--- config.mk ---
export PLATFORM = sky130hd
export DESIGN_NAME = res_collector_flat
export DESIGN_NICKNAME = d
export VERILOG_FILES = /design/src/rtl/res_pkg.sv /design/src/rtl/res_collector_if.sv /design/src/rtl/valid_delay_line.sv /design/src/rtl/res_collector.sv /design/src/flat_wrapper.sv
export SDC_FILE = /design/constraint.sdc
export NUM_CORES = 1
export LEC_CHECK = 0
export CAP_MARGIN = 10
export CORE_AREA = 2 2 323 325
export CTS_CLUSTER_SIZE = 25
export DETAILED_ROUTE_END_ITERATION = 7
export DIE_AREA = 0 0 325 327
export MAX_ROUTING_LAYER = met4
export PLACE_DENSITY = 0.55
export SLEW_MARGIN = 20
export SYNTH_ARGS = -nofsm -noshare
export SYNTH_HDL_FRONTEND = slang
export SYNTH_SLANG_ARGS = --single-unit
--- constraint.sdc ---
create_clock -name clk_i -period 2.1 [get_ports clk_i]
set_clock_uncertainty 0.15 [all_clocks]
set_input_delay 0.21 -clock clk_i [delete_from_list [all_inputs] [get_ports clk_i]]
set_output_delay 0.21 -clock clk_i [all_outputs]
set_load 0.02 [all_outputs]
--- src/rtl/res_pkg.sv ---
// Shared types and width helpers for the result collector.
package res_pkg;

    localparam int unsigned DEF_NUM = 100;
    localparam int unsigned PKG_W   = DEF_NUM * 8;

    typedef enum logic {
        COLLECT,
        HOLD
    } coll_state_t;

    function automatic int unsigned clog2(input int unsigned x);
        int unsigned r;
        r = 0;
        for (int unsigned i = 0; i < 32; i++) begin
            if ((64'(1) << i) < 64'(x)) begin
                r = i + 1;
            end
        end
        return r;
    endfunction

    function automatic int unsigned pkg_bits(input int unsigned num);
        return num * 8;
    endfunction

endpackage

--- src/rtl/res_collector_if.sv ---
// Result-stream and package handshake bundle between DUT side and testbench side.
interface res_collector_if
    import res_pkg::*;
#(
    parameter int unsigned NUM   = 100,
    parameter int unsigned CNT_W = 16
);
    logic [7:0]                 res_i;
    logic                       op_valid_i;
    logic                       pkg_ready_i;
    logic [pkg_bits(NUM)-1:0]   pkg_data_o;
    logic                       pkg_valid_o;
    logic [clog2(NUM+1)-1:0]    byte_cnt_o;
    logic [CNT_W-1:0]           drop_cnt_o;
    logic                       overflow_o;

    modport master (
        input  res_i, op_valid_i, pkg_ready_i,
        output pkg_data_o, pkg_valid_o, byte_cnt_o, drop_cnt_o, overflow_o
    );

    modport slave (
        output res_i, op_valid_i, pkg_ready_i,
        input  pkg_data_o, pkg_valid_o, byte_cnt_o, drop_cnt_o, overflow_o
    );
endinterface

--- src/rtl/valid_delay_line.sv ---
// Delays the operand-valid strobe by DEPTH cycles; DEPTH=0 is a combinational bypass.
module valid_delay_line #(
    parameter int unsigned DEPTH = 1
) (
    input  logic i_clk,
    input  logic i_reset,
    input  logic i_valid,
    output logic o_valid
);
    generate
        if (DEPTH == 0) begin : g_bypass
            logic w_unused;
            assign w_unused = i_clk ^ i_reset;
            assign o_valid  = i_valid;
        end else begin : g_pipe
            logic [DEPTH-1:0] r_sr;
            always_ff @(posedge i_clk) begin
                if (i_reset) begin
                    r_sr <= '0;
                end else begin
                    r_sr <= (r_sr << 1) | DEPTH'(i_valid);
                end
            end
            assign o_valid = r_sr[DEPTH-1];
        end
    endgenerate
endmodule

--- src/rtl/res_collector.sv ---
// Captures delay-aligned DUT result bytes LSB-first into a NUM-byte package
// and holds it on a valid/ready handshake, counting bytes lost while holding.
module res_collector
    import res_pkg::*;
#(
    parameter int unsigned NUM     = 100,
    parameter int unsigned LATENCY = 1,
    parameter int unsigned CNT_W   = 16
) (
    input  logic              clk_i,
    input  logic              reset_i,
    res_collector_if.master   bus
);
    localparam int unsigned PW   = pkg_bits(NUM);
    localparam int unsigned BC_W = clog2(NUM + 1);

    logic              w_cap_v;
    coll_state_t       r_state;
    logic [PW-1:0]     r_data;
    logic              r_valid;
    logic [BC_W-1:0]   r_cnt;
    logic [CNT_W-1:0]  r_drop;
    logic              r_ovf;

    valid_delay_line #(
        .DEPTH (LATENCY)
    ) u_dly (
        .i_clk   (clk_i),
        .i_reset (reset_i),
        .i_valid (bus.op_valid_i),
        .o_valid (w_cap_v)
    );

    always_ff @(posedge clk_i) begin
        if (reset_i) begin
            r_state <= COLLECT;
            r_data  <= '0;
            r_valid <= 1'b0;
            r_cnt   <= '0;
            r_drop  <= '0;
            r_ovf   <= 1'b0;
        end else begin
            case (r_state)
                COLLECT: begin
                    if (w_cap_v) begin
                        for (int unsigned k = 0; k < NUM; k++) begin
                            if (r_cnt == BC_W'(k)) begin
                                r_data[k*8 +: 8] <= bus.res_i;
                            end
                        end
                        r_cnt <= r_cnt + BC_W'(1);
                        if (r_cnt == BC_W'(NUM - 1)) begin
                            r_state <= HOLD;
                            r_valid <= 1'b1;
                        end
                    end
                end
                HOLD: begin
                    if (bus.pkg_ready_i) begin
                        // A byte arriving on the handshake cycle opens the next package.
                        r_state <= COLLECT;
                        r_valid <= 1'b0;
                        if (w_cap_v) begin
                            r_data <= PW'(bus.res_i);
                            r_cnt  <= BC_W'(1);
                        end else begin
                            r_data <= '0;
                            r_cnt  <= '0;
                        end
                    end else if (w_cap_v) begin
                        r_ovf <= 1'b1;
                        if (r_drop != '1) begin
                            r_drop <= r_drop + CNT_W'(1);
                        end
                    end
                end
                default: r_state <= COLLECT;
            endcase
        end
    end

    assign bus.pkg_data_o  = r_data;
    assign bus.pkg_valid_o = r_valid;
    assign bus.byte_cnt_o  = r_cnt;
    assign bus.drop_cnt_o  = r_drop;
    assign bus.overflow_o  = r_ovf;
endmodule

--- src/flat_wrapper.sv ---
// flat-port wrapper written by rule: the top's interface ports become plain ports
module res_collector_flat import res_pkg::*;
#(
    parameter int unsigned NUM     = 100,
    parameter int unsigned LATENCY = 1,
    parameter int unsigned CNT_W   = 16
)
  (clk_i, reset_i, bus_res_i, bus_op_valid_i, bus_pkg_ready_i, bus_pkg_data_o, bus_pkg_valid_o, bus_byte_cnt_o, bus_drop_cnt_o, bus_overflow_o);
  res_collector_if #(.NUM(NUM), .CNT_W(CNT_W)) bus_i ();
  input  logic clk_i;
  input  logic reset_i;
  input wire logic [$bits(bus_i.res_i)-1:0] bus_res_i;
  input wire logic [$bits(bus_i.op_valid_i)-1:0] bus_op_valid_i;
  input wire logic [$bits(bus_i.pkg_ready_i)-1:0] bus_pkg_ready_i;
  output wire logic [$bits(bus_i.pkg_data_o)-1:0] bus_pkg_data_o;
  output wire logic [$bits(bus_i.pkg_valid_o)-1:0] bus_pkg_valid_o;
  output wire logic [$bits(bus_i.byte_cnt_o)-1:0] bus_byte_cnt_o;
  output wire logic [$bits(bus_i.drop_cnt_o)-1:0] bus_drop_cnt_o;
  output wire logic [$bits(bus_i.overflow_o)-1:0] bus_overflow_o;
  assign bus_i.res_i = bus_res_i;
  assign bus_i.op_valid_i = bus_op_valid_i;
  assign bus_i.pkg_ready_i = bus_pkg_ready_i;
  assign bus_pkg_data_o = bus_i.pkg_data_o;
  assign bus_pkg_valid_o = bus_i.pkg_valid_o;
  assign bus_byte_cnt_o = bus_i.byte_cnt_o;
  assign bus_drop_cnt_o = bus_i.drop_cnt_o;
  assign bus_overflow_o = bus_i.overflow_o;
  res_collector #(.NUM(NUM), .LATENCY(LATENCY), .CNT_W(CNT_W)) u_core (.clk_i(clk_i), .reset_i(reset_i), .bus(bus_i));
endmodule
==> results.sh <==
export IMPL_multi_input_area_um2=14700
export IMPL_yosysWarnings=0
export IMPL_htree_levels=3
export IMPL_syn_num_nets=4008
export IMPL_utilization_pct=47.8
export IMPL_numPortBuffers=836
export IMPL_top_layer_used="met4"
export IMPL_clock_sinks=827
export IMPL_cp_end_kind="flip-flop"
export IMPL_cp_data_required_time_ns=2.50
export IMPL_timing_final_max_slew_violations=0
export IMPL_first_iter_violations=2932
export IMPL_overflow=0
export IMPL_die_height_um=327
export IMPL_crit_arrival_ns=2.51
export IMPL_drc_errors=0
export IMPL_r2r_start="u_core.bus.byte_cnt_o[0]"
export IMPL_grt_pass1_vias=31600
export IMPL_layout_drive_gt1_share_pct=16.6
export IMPL_grt_max_degree=107
export IMPL_start_kind="flip-flop"
export IMPL_ios=837
export IMPL_synth_edff_count=0
export IMPL_crit_path_start="u_core.bus.byte_cnt_o[0]"
export IMPL_cp_max_fo=8
export IMPL_final_nets=4966
export IMPL_root_buffer="clkbuf_16"
export IMPL_path_clk_slew_ns=0.06
export IMPL_initial_utilization_pct=31.3
export IMPL_yosysSeqAreaShare_pct=51.4
export IMPL_vdd_drop_max_v=0.000536
export IMPL_die_w_um=325
export IMPL_total_power_w=0.0335
export IMPL_max_freq_mhz=474
export IMPL_cap_violations=0
export IMPL_worstHoldStart="bus_res_i[3]"
export IMPL_wirelength_mm=157
export IMPL_ys_flop_type="dfxtp_1"
export IMPL_layout_commonest_cell="nand3_1"
export IMPL_syn_inst=3991
export IMPL_dp_worst_setup_slack_ns=-0.263
export IMPL_finalCriticalPeriod_ns=2.11
export IMPL_p_leak_nw=16.9
export IMPL_cts_buffer_depth=3
export IMPL_wl_met2_mm=73.2
export IMPL_route_met3_wl_mm=11.3
export IMPL_async_flop_share_pct=0
export IMPL_ys_seq_elements=827
export IMPL_placed_area_um2=45300
export IMPL_grt_usage_pct=28.8
export IMPL_timing_final_crit_share_pct=100
export IMPL_place_hpwl_mm=110
export IMPL_setup_viol=2
export IMPL_avgViaCountPerCell=5.31
export IMPL_p_per_area_nw_per_um2=681
export IMPL_worstSkewPairLatency_ns=0.67
export IMPL_regArea_um2=16600
export IMPL_ant_nets=0
export IMPL_netlist_area_um2=32200
export IMPL_met1_length_mm=66.2
export IMPL_finalHoldViolations=0
export IMPL_synth_avg_cell_area_um2=8.07
export IMPL_num_vias=34000
export IMPL_status="complete, but fails checks"
export IMPL_mostFrequentLayoutCells="nand3_1 (839), dfxtp_1 (819), a21oi_1 (768), clkdlybuf4s50_1 (728), nand2_1 (582)"
export IMPL_core_um2=103000
export IMPL_wl_per_cell_um=24.5
export IMPL_slew_headroom_pct=62.9
export IMPL_crit_type="flip-flop to flip-flop"
export IMPL_worst_pin_slew_ns=0.556
export IMPL_place_gp_congestion=0.880
export IMPL_antenna_found_initial=2
export IMPL_fin_ws_ns=-0.0101
export IMPL_firstDrtPassIters=5
export IMPL_cts_made_buffers=92
export IMPL_die_area_um2=106000
export IMPL_failed_checks="negative setup slack"
export IMPL_fill_cells=10000
export IMPL_num_rows=118
export IMPL_hold_class="primary input to flip-flop"
export IMPL_fin_area_um2=49100
export IMPL_cts_tree="built"
export IMPL_area_growth_pct=52.5
export IMPL_synth_cell_type_count=47
export IMPL_grt_pass1_wl_mm=223
export IMPL_rsz0062_at_grt="yes"
[flip-flops by register name (all words and copies together) (netlist names)]
| name | flops |
|---|---|
| u_core.u_dly.o_valid | 1 |
| u_core.bus.overflow_o | 1 |
| u_core.bus.pkg_data_o | 800 |
| u_core.r_state | 1 |
| u_core.bus.pkg_valid_o | 1 |
| u_core.bus.byte_cnt_o | 7 |
| u_core.bus.drop_cnt_o | 16 |
[cells in the mapped netlist (4+ instances only)]
master | number | share of area (%)
a21oi_1 | 802 | 12
a31oi_1 | 8 | 0.16
and3b_1 | 7 | 0.19
buf_1 | 40 | 0.47
buf_2 | 37 | 0.57
buf_6 | 4 | 0.14
clkbuf_1 | 329 | 3.8
dfxtp_1 | 827 | 51
ha_1 | 5 | 0.19
inv_1 | 7 | 0.082
mux2_2 | 5 | 0.17
mux2i_1 | 8 | 0.25
nand2_1 | 589 | 6.9
nand2b_1 | 22 | 0.43
nand3_1 | 862 | 13
nand3b_1 | 18 | 0.42
nand4_1 | 134 | 2.6
nor2_1 | 30 | 0.35
nor2b_1 | 14 | 0.27
nor3_1 | 11 | 0.17
nor3_2 | 55 | 1.7
nor3b_1 | 5 | 0.12
nor4_1 | 9 | 0.17
nor4_2 | 4 | 0.16
o31ai_1 | 10 | 0.23
or2_0 | 12 | 0.23
or2_1 | 10 | 0.19
or2_2 | 51 | 0.99
or3_1 | 27 | 0.52
or3b_1 | 5 | 0.14
or4_1 | 19 | 0.44
[cells by family (layout without fill, tap and decap cells)]
logic type               count (synthesis)  in the layout  synth area share [%]
AO/OA/AOI/OAI                          831            831                  13.1
adder cells (fa/ha/maj)                  5              5                 0.194
buffers and inverters                  420           1450                  5.16
flip-flops                             827            827                  51.4
multiplexers                            13             13                 0.423
other                                    0              2                     0
AND/OR/NAND/NOR                       1895           1895                  29.7
[per-layer routing]
metal | global-route usage (%) | vias up
met5 | - | -
li1 | - | 15900
met1 | 35.6 | 16600
met2 | 45.4 | 1308
met4 | 11.0 | 0
met3 | 6.82 | 266
[where the power goes]
| part | internal [W] | switching, W |
|---|---|---|
| registers | 0.0157 | 0.0000110 |
| logic | 0.000410 | 0.00101 |
| clock network | 0.00954 | 0.00682 |
[final timing paths]
check | end | slack [ns] | depth (start not counted)
worst max-delay path | u_core.bus.pkg_data_o[132] | -0.01 | 7
worst min-delay path | u_core.bus.pkg_data_o[3] | 0.15 | 3
worst max register to register | u_core.bus.pkg_data_o[132] | -0.01 | 7
worst min register to register | u_core.bus.pkg_data_o[3] | 0.31 | 2
[worst max-delay path: stages (launching register included)]
cell and delay, ns:
dfxtp_4 0.37, inv_4 0.08, ha_2 0.18, or3b_4 0.40
buf_8 0.17, or3_4 0.47, nand3_2 0.11, a21oi_1 0.07
[layout make-up]
cell class / count / share of cell area, %
tap: 1380 / 3.51
timing repair buffer: 1277 / 26.6
inverter: 7 / 0.0586
clock buffer: 144 / 5.64
clock inverter: 22 / 0.514
sequential: 827 / 33.7
antenna: 2 / 0.0102
multi-input combinational: 2744 / 29.9
[through the flow]
step	std cells	hold slack, ns	setup TNS (ns)
after floorplan	3991	0.188	-1.30
after global placement	6222	0.290	-13.29
after detailed placement	6222	0.294	-16.07
after CTS	6400	0.0937	-0.0950
after global routing	6402	0.126	-0.817
final	6403	0.147	-0.0168
[repair_timing]
item / in CTS / in global routing
pin swaps: 5 / 31
gates resized for setup: 128 / 153
hold endpoints to repair: 198 / 0
cloned: 1 / 0
setup buffers: 11 / 5
hold buffers: 2 / 0
setup endpoints to repair: 410 / 447
No activity file was read; power rests on OpenSTA's default activity.
